`src/rtl/wb_stage_if.sv`:
```
// Memory-stage to write-back bundle with valid/ready handshake.
// master = memory stage, slave = wb_stage.
interface wb_stage_if #(
   parameter int DW = 32,
   parameter int AW = 5
);
   logic          mem_valid;
   logic          mem_ready;
   logic          mem_we;
   logic [AW-1:0] mem_wa;
   logic [DW-1:0] mem_alu;
   logic [DW-1:0] mem_rdata;
   logic          mem_load;
   logic [2:0]    mem_ltype;

   modport master (
      output mem_valid,
      output mem_we,
      output mem_wa,
      output mem_alu,
      output mem_rdata,
      output mem_load,
      output mem_ltype,
      input  mem_ready
   );

   modport slave (
      input  mem_valid,
      input  mem_we,
      input  mem_wa,
      input  mem_alu,
      input  mem_rdata,
      input  mem_load,
      input  mem_ltype,
      output mem_ready
   );
endinterface

```
`src/rtl/wb_stage.sv`:
```
// MEM/WB stage: load extraction/extension, misalignment trap, one regfile write.
// Optional retire counter enabled by defining WB_RETIRE_CNT_EN.
module wb_stage #(
   parameter int DW = 32,
   parameter int AW = 5
) (
   input  logic          clk,
   input  logic          rst,
   wb_stage_if.slave     mem,
   input  logic          flush,
   input  logic          wb_stall,
   output logic          reg_we,
   output logic [AW-1:0] reg_wa,
   output logic [DW-1:0] reg_wd,
   output logic          wb_valid,
`ifdef WB_RETIRE_CNT_EN
   output logic [31:0]   retire_cnt,
`endif
   output logic          wb_adel
);

   localparam logic [2:0] LT_LW  = 3'b000;
   localparam logic [2:0] LT_LB  = 3'b001;
   localparam logic [2:0] LT_LBU = 3'b010;
   localparam logic [2:0] LT_LH  = 3'b011;
   localparam logic [2:0] LT_LHU = 3'b100;

   logic          valid_q;
   logic          wr_done_q;
   logic          we_q;
   logic [AW-1:0] wa_q;
   logic [DW-1:0] alu_q;
   logic [DW-1:0] rdata_q;
   logic          load_q;
   logic [2:0]    ltype_q;

   logic          capture;
   logic          retire;
   logic          mis;
   logic [1:0]    off;
   logic [7:0]    byte_sel;
   logic [15:0]   half_sel;
   logic [DW-1:0] ld_data;
   logic [DW-1:0] sel_data;

   assign mem.mem_ready = !wb_stall;
   assign capture = mem.mem_valid && !wb_stall && !flush;

   always_ff @(posedge clk) begin
      if (rst) begin
         valid_q   <= 1'b0;
         wr_done_q <= 1'b0;
         we_q      <= 1'b0;
         wa_q      <= '0;
         alu_q     <= '0;
         rdata_q   <= '0;
         load_q    <= 1'b0;
         ltype_q   <= LT_LW;
      end else if (flush) begin
         valid_q   <= 1'b0;
         wr_done_q <= 1'b0;
      end else if (capture) begin
         valid_q   <= 1'b1;
         wr_done_q <= 1'b0;
         we_q      <= mem.mem_we;
         wa_q      <= mem.mem_wa;
         alu_q     <= mem.mem_alu;
         rdata_q   <= mem.mem_rdata;
         load_q    <= mem.mem_load;
         ltype_q   <= mem.mem_ltype;
      end else if (!wb_stall) begin
         valid_q   <= 1'b0;
         wr_done_q <= 1'b0;
      end else if (valid_q) begin
         // Frozen instruction has had its one chance to write/trap/count.
         wr_done_q <= 1'b1;
      end
   end

   always_comb begin
      off      = alu_q[1:0];
      byte_sel = 8'h00;
      case (off)
         2'd0:    byte_sel = rdata_q[7:0];
         2'd1:    byte_sel = rdata_q[15:8];
         2'd2:    byte_sel = rdata_q[23:16];
         default: byte_sel = rdata_q[31:24];
      endcase
      half_sel = off[1] ? rdata_q[31:16] : rdata_q[15:0];
   end

   always_comb begin
      ld_data = rdata_q;
      mis     = 1'b0;
      case (ltype_q)
         LT_LB: begin
            ld_data = {{24{byte_sel[7]}}, byte_sel};
         end
         LT_LBU: begin
            ld_data = {24'h000000, byte_sel};
         end
         LT_LH: begin
            ld_data = {{16{half_sel[15]}}, half_sel};
            mis     = off[0];
         end
         LT_LHU: begin
            ld_data = {16'h0000, half_sel};
            mis     = off[0];
         end
         default: begin
            // Reserved encodings behave as lw.
            ld_data = rdata_q;
            mis     = |off;
         end
      endcase
      if (!load_q) begin
         mis = 1'b0;
      end
      sel_data = load_q ? ld_data : alu_q;
   end

   assign retire   = valid_q && !wr_done_q && !flush;
   assign reg_we   = retire && we_q && !mis && (wa_q != '0);
   assign reg_wa   = valid_q ? wa_q : '0;
   assign reg_wd   = valid_q ? sel_data : '0;
   assign wb_valid = valid_q;
   assign wb_adel  = retire && mis;

`ifdef WB_RETIRE_CNT_EN
   logic [31:0] retire_cnt_q;

   always_ff @(posedge clk) begin
      if (rst) begin
         retire_cnt_q <= '0;
      end else if (retire) begin
         retire_cnt_q <= retire_cnt_q + 32'd1;
      end
   end

   assign retire_cnt = retire_cnt_q;
`endif

endmodule

```
`src/flat_wrapper.sv`:
```
// flat-port wrapper written by rule: the top's interface ports become plain ports
module wb_stage_flat 
#(
   parameter int DW = 32,
   parameter int AW = 5
)
  (clk, rst, flush, wb_stall, reg_we, reg_wa, reg_wd, wb_valid, wb_adel, mem_mem_valid, mem_mem_we, mem_mem_wa, mem_mem_alu, mem_mem_rdata, mem_mem_load, mem_mem_ltype, mem_mem_ready);
  wb_stage_if #(.DW(DW), .AW(AW)) mem_i ();
  input  logic clk;
  input  logic rst;
  input  logic flush;
  input  logic wb_stall;
  output logic reg_we;
  output logic [AW-1:0] reg_wa;
  output logic [DW-1:0] reg_wd;
  output logic wb_valid;
  output logic wb_adel;
  input wire logic [$bits(mem_i.mem_valid)-1:0] mem_mem_valid;
  input wire logic [$bits(mem_i.mem_we)-1:0] mem_mem_we;
  input wire logic [$bits(mem_i.mem_wa)-1:0] mem_mem_wa;
  input wire logic [$bits(mem_i.mem_alu)-1:0] mem_mem_alu;
  input wire logic [$bits(mem_i.mem_rdata)-1:0] mem_mem_rdata;
  input wire logic [$bits(mem_i.mem_load)-1:0] mem_mem_load;
  input wire logic [$bits(mem_i.mem_ltype)-1:0] mem_mem_ltype;
  output wire logic [$bits(mem_i.mem_ready)-1:0] mem_mem_ready;
  assign mem_i.mem_valid = mem_mem_valid;
  assign mem_i.mem_we = mem_mem_we;
  assign mem_i.mem_wa = mem_mem_wa;
  assign mem_i.mem_alu = mem_mem_alu;
  assign mem_i.mem_rdata = mem_mem_rdata;
  assign mem_i.mem_load = mem_mem_load;
  assign mem_i.mem_ltype = mem_mem_ltype;
  assign mem_mem_ready = mem_i.mem_ready;
  wb_stage #(.DW(DW), .AW(AW)) u_core (.clk(clk), .rst(rst), .mem(mem_i), .flush(flush), .wb_stall(wb_stall), .reg_we(reg_we), .reg_wa(reg_wa), .reg_wd(reg_wd), .wb_valid(wb_valid), .wb_adel(wb_adel));
endmodule
```
`config.mk`:
```
export PLATFORM = sky130hd
export DESIGN_NAME = wb_stage_flat
export DESIGN_NICKNAME = d
export VERILOG_FILES = /design/src/rtl/wb_stage_if.sv /design/src/rtl/wb_stage.sv /design/src/flat_wrapper.sv
export SDC_FILE = /design/constraint.sdc
export NUM_CORES = 1
export LEC_CHECK = 0
export ABC_CLOCK_PERIOD_IN_PS = 2000
export CAP_MARGIN = 30
export CORE_MARGIN = 2
export CORE_UTILIZATION = 42
export CTS_CLUSTER_DIAMETER = 60
export DETAILED_ROUTE_END_ITERATION = 8
export PLACE_DENSITY = 0.8
export SYNTH_ARGS = -nofsm -noshare
export SYNTH_HDL_FRONTEND = slang
export SYNTH_SLANG_ARGS = --single-unit
```
`constraint.sdc`:
```
create_clock -name clk -period 2 [get_ports clk]
set_clock_uncertainty 0.15 [all_clocks]
set_input_delay 0.4 -clock clk [delete_from_list [all_inputs] [get_ports clk]]
set_output_delay 0.4 -clock clk [all_outputs]
set_load 0.005 [all_outputs]
```
==> impl_metrics.ini, run 1 <==
[global_route]
grt_pass1_vias = 4590
grt_pass1_wl_mm = 23.32
antenna_found_initial = 0
gr-total-overflow = 0
grt_max_degree = 40
gr-usage-all-layers_pct = 29.90

[clock_network]
cts_buffer_depth = 2
cts-buffers-inserted = 9
clk_pin_slew_ns = 0.09
cts_tree = built
cts_hold_buffers = 0
cts.root.buffer_cell = clkbuf_8
htree_levels = 3
clock-sinks = 76
clk_latency_ns = 0.36

[placement]
port_buffers = 119
gp_congestion = 1.065
place_area_um2 = 5697
pre_cts_slack_ns = -0.5824
place_hpwl_mm = 10.40

[pwr]
switching_power_mw = 0.9301
seq_power_share_pct = 44.3
p_int_mw = 2.677
irDropWorstVdd_mv = 0.5261
combPwrFrac_pct = 17.4
clock_power_share_pct = 38.4
pwr_density_cell_nw_per_um2 = 570.3
leakagePower_nw = 2.531
p_sw_share_pct = 25.78

[synth]
synth_seq_area_share_pct = 39.92
syn-num-nets = 604
netlist_instances = 525
synthSimpleGateAreaFrac_pct = 24.20
ys_async_sr_fraction_pct = 0
avgSynthCellArea_um2 = 7.259
synthXorXnorAreaFrac_pct = 0.6566
synth_top_family_by_area = compound AO/OA/AOI/OAI gates
synth_compound_area_share_pct = 25.67
synth_edf_count = 0
synthAdderAreaFrac_pct = 0
synth.distinct_cells = 47
synthMuxAreaShare_pct = 4.104
synth_seq_cells = 76
ys_warn_count = 0
syn_area_um2 = 3811
ys.flop_type = dfxtp_1

[worst_setup_path]
cp_slowest_cell = dfxtp_4
r2r_cells = 6
cp-start-kind = flip-flop
worst-path-max-fanout = 6
max_stage_delay_ns = 0.36
cp-end-kind = primary output
critPathArrivalTime_ns = 1.99
cp_common_cell = buf_6
worstPathCellList = buf_6 > xnor2_4 > buf_6 > o21ba_4 > a211o_1 > a31oi_2 > buf_2
worstSetupPathType = flip-flop to primary output
required_ns = 1.45

[sta]
period_share_pct = 127.0
fmax_mhz = 393.7
maxSlewHeadroom_pct = 67.84
fin_hold_ws_ns = 0.2321
maxSlewViolCount = 0
rsz0062_at_grt = yes
post-route-min-period_ns = 2.540
final_hold_viol_count = 0
setup_viol = 34
worst_slew_pin_slew_ns = 0.4773
worst_slack_ns = -0.5399

[run_status]
violations = negative setup slack
status = complete, but fails checks

[detailed_routing]
firstDrtPassIters = 5
initialDrtViolationCount = 246
avgViaCountPerCell = 5.465
wl_mm = 14.86
ant_nets = 0
detail_route.wl_per_cell_um = 17.69
via_count = 4591
drcViolationCount = 0

[worst_hold_path]
hold_path_class = primary input to flip-flop
min_path_cells = 2

[die]
io_pins = 120
die_h_um = 99.26
initial_core_util_pct = 43.49
core.rowCount = 34
core_um2 = 8763
die_x_um = 99.26
dieArea_um2 = 9853

[layout]
drive_gt1_share_pct = 32.10
multi_input_area_um2 = 2325
mostFrequentLayoutCells = 180 x nand2_1, 78 x buf_4, 77 x clkdlybuf4s50_1
fillerInstances = 697
syn2layout_area_growth_pct = 65.96
antennaDiodeCount = 0
regArea_um2 = 1539
final_common_cell = nand2_1
final_cell_area_um2 = 6325
nNetsFinal = 806

[flow_run]
maxCapViolCount = 0
Yosys cell counts, types with 4 or more instances:
cell / n / share of area [%]
o21ba_2: 5 / 1.3
mux2_2: 7 / 2.1
buf_1: 8 / 0.79
dfxtp_1: 76 / 40
nand2_1: 180 / 18
o21ai_2: 11 / 2.5
a211o_1: 6 / 1.4
o21ai_0: 22 / 2.9
a21oi_1: 82 / 11
buf_2: 4 / 0.53
o22ai_1: 6 / 0.99
o21ai_1: 7 / 0.92
mux2i_1: 4 / 1.1
clkbuf_1: 23 / 2.3
inv_1: 5 / 0.49
and2_1: 6 / 0.99
nand2b_1: 5 / 0.82
nor2_1: 23 / 2.3
buf_4: 4 / 0.79
a31oi_1: 8 / 1.3
worst paths after layout:
path              slack, ns              start            endpoint
hold reg to reg        0.31    u_core.alu_q[6]     u_core.alu_q[6]
setup reg to reg       0.65    u_core.wb_valid     u_core.wb_valid
setup / recovery      -0.54  u_core.ltype_q[1]           reg_wd[4]
hold / removal         0.23                rst  u_core.rdata_q[14]
through the flow:
stage	utilization [%]	total power, mW	std cells	setup TNS [ns]
6_report	72.17	3.607	840	-15.86
5_1_grt	72.17	3.711	840	-17.44
4_1_cts	71.09	3.579	836	-15.75
3_5_place_dp	65.01	2.175	797	-22.29
3_3_place_gp	65.01	2.164	797	-18.84
2_1_floorplan	-	1.844	525	0
cells by family (layout without fill, tap and decap cells):
logic type | after synthesis | count (layout)
compound gates | 161 | 161
xor+xnor | 2 | 2
buf+inv | 46 | 253
flops | 76 | 76
mux | 13 | 13
simple gates | 227 | 227
sequential cells by signal, indices dropped and copies added, names as in the netlist:
name              count
u_core.load_q         1
u_core.wa_q           5
u_core.we_q           1
u_core.rdata_q       32
u_core.alu_q         32
u_core.wr_done_q      1
u_core.wb_valid       1
u_core.ltype_q        3
worst max-delay path, delay by kind of cell, from the launching register on:
family / cells / cell delay (ns)
AO/OA/AOI/OAI: 3 / 0.70
XOR/XNOR: 1 / 0.15
buffers and inverters: 3 / 0.43
flip-flops: 1 / 0.36
power groups by stage:
stage / Clock [mW] / Sequential (mW) / Combinational, mW
after floorplan: 0 / 1.62 / 0.225
after global placement: 0 / 1.63 / 0.534
after detailed placement: 0 / 1.63 / 0.543
after CTS: 1.38 / 1.60 / 0.602
after global routing: 1.44 / 1.60 / 0.669
final: 1.38 / 1.60 / 0.627
layer usage:
layer / up-vias / wire [µm] / GRT usage, %
li1: 2173 / - / -
met1: 2164 / 6362 / 39.64
met2: 221 / 7137 / 50.05
met3: 33 / 1043 / 4.006
met4: 0 / 316 / 10.54
met5: - / 0 / 0
timing repair:
action	in CTS	in global routing
buffers inserted	24	4
endpoints found under the setup margin	41	35
pin swaps	41	18
resized for setup	213	22
final cells by class:
| cell class | instances | share of cell area (%) |
|---|---|---|
| repair buffers | 232 | 32.80 |
| clock inverters | 5 | 1.286 |
| multi-input cells | 403 | 36.76 |
| flip-flops and latches | 76 | 24.33 |
| inverters | 5 | 0.2967 |
| well taps | 108 | 2.137 |
| clock buffers | 11 | 2.394 |
No activity file was read; power rests on OpenSTA's default activity.
==> inputs of run 2 (changes only) <==
CTS_CLUSTER_DIAMETER = default   (was 60)
==> results of run 2 <==
The final DEF is identical to that of run 1; final timing and power are the same.
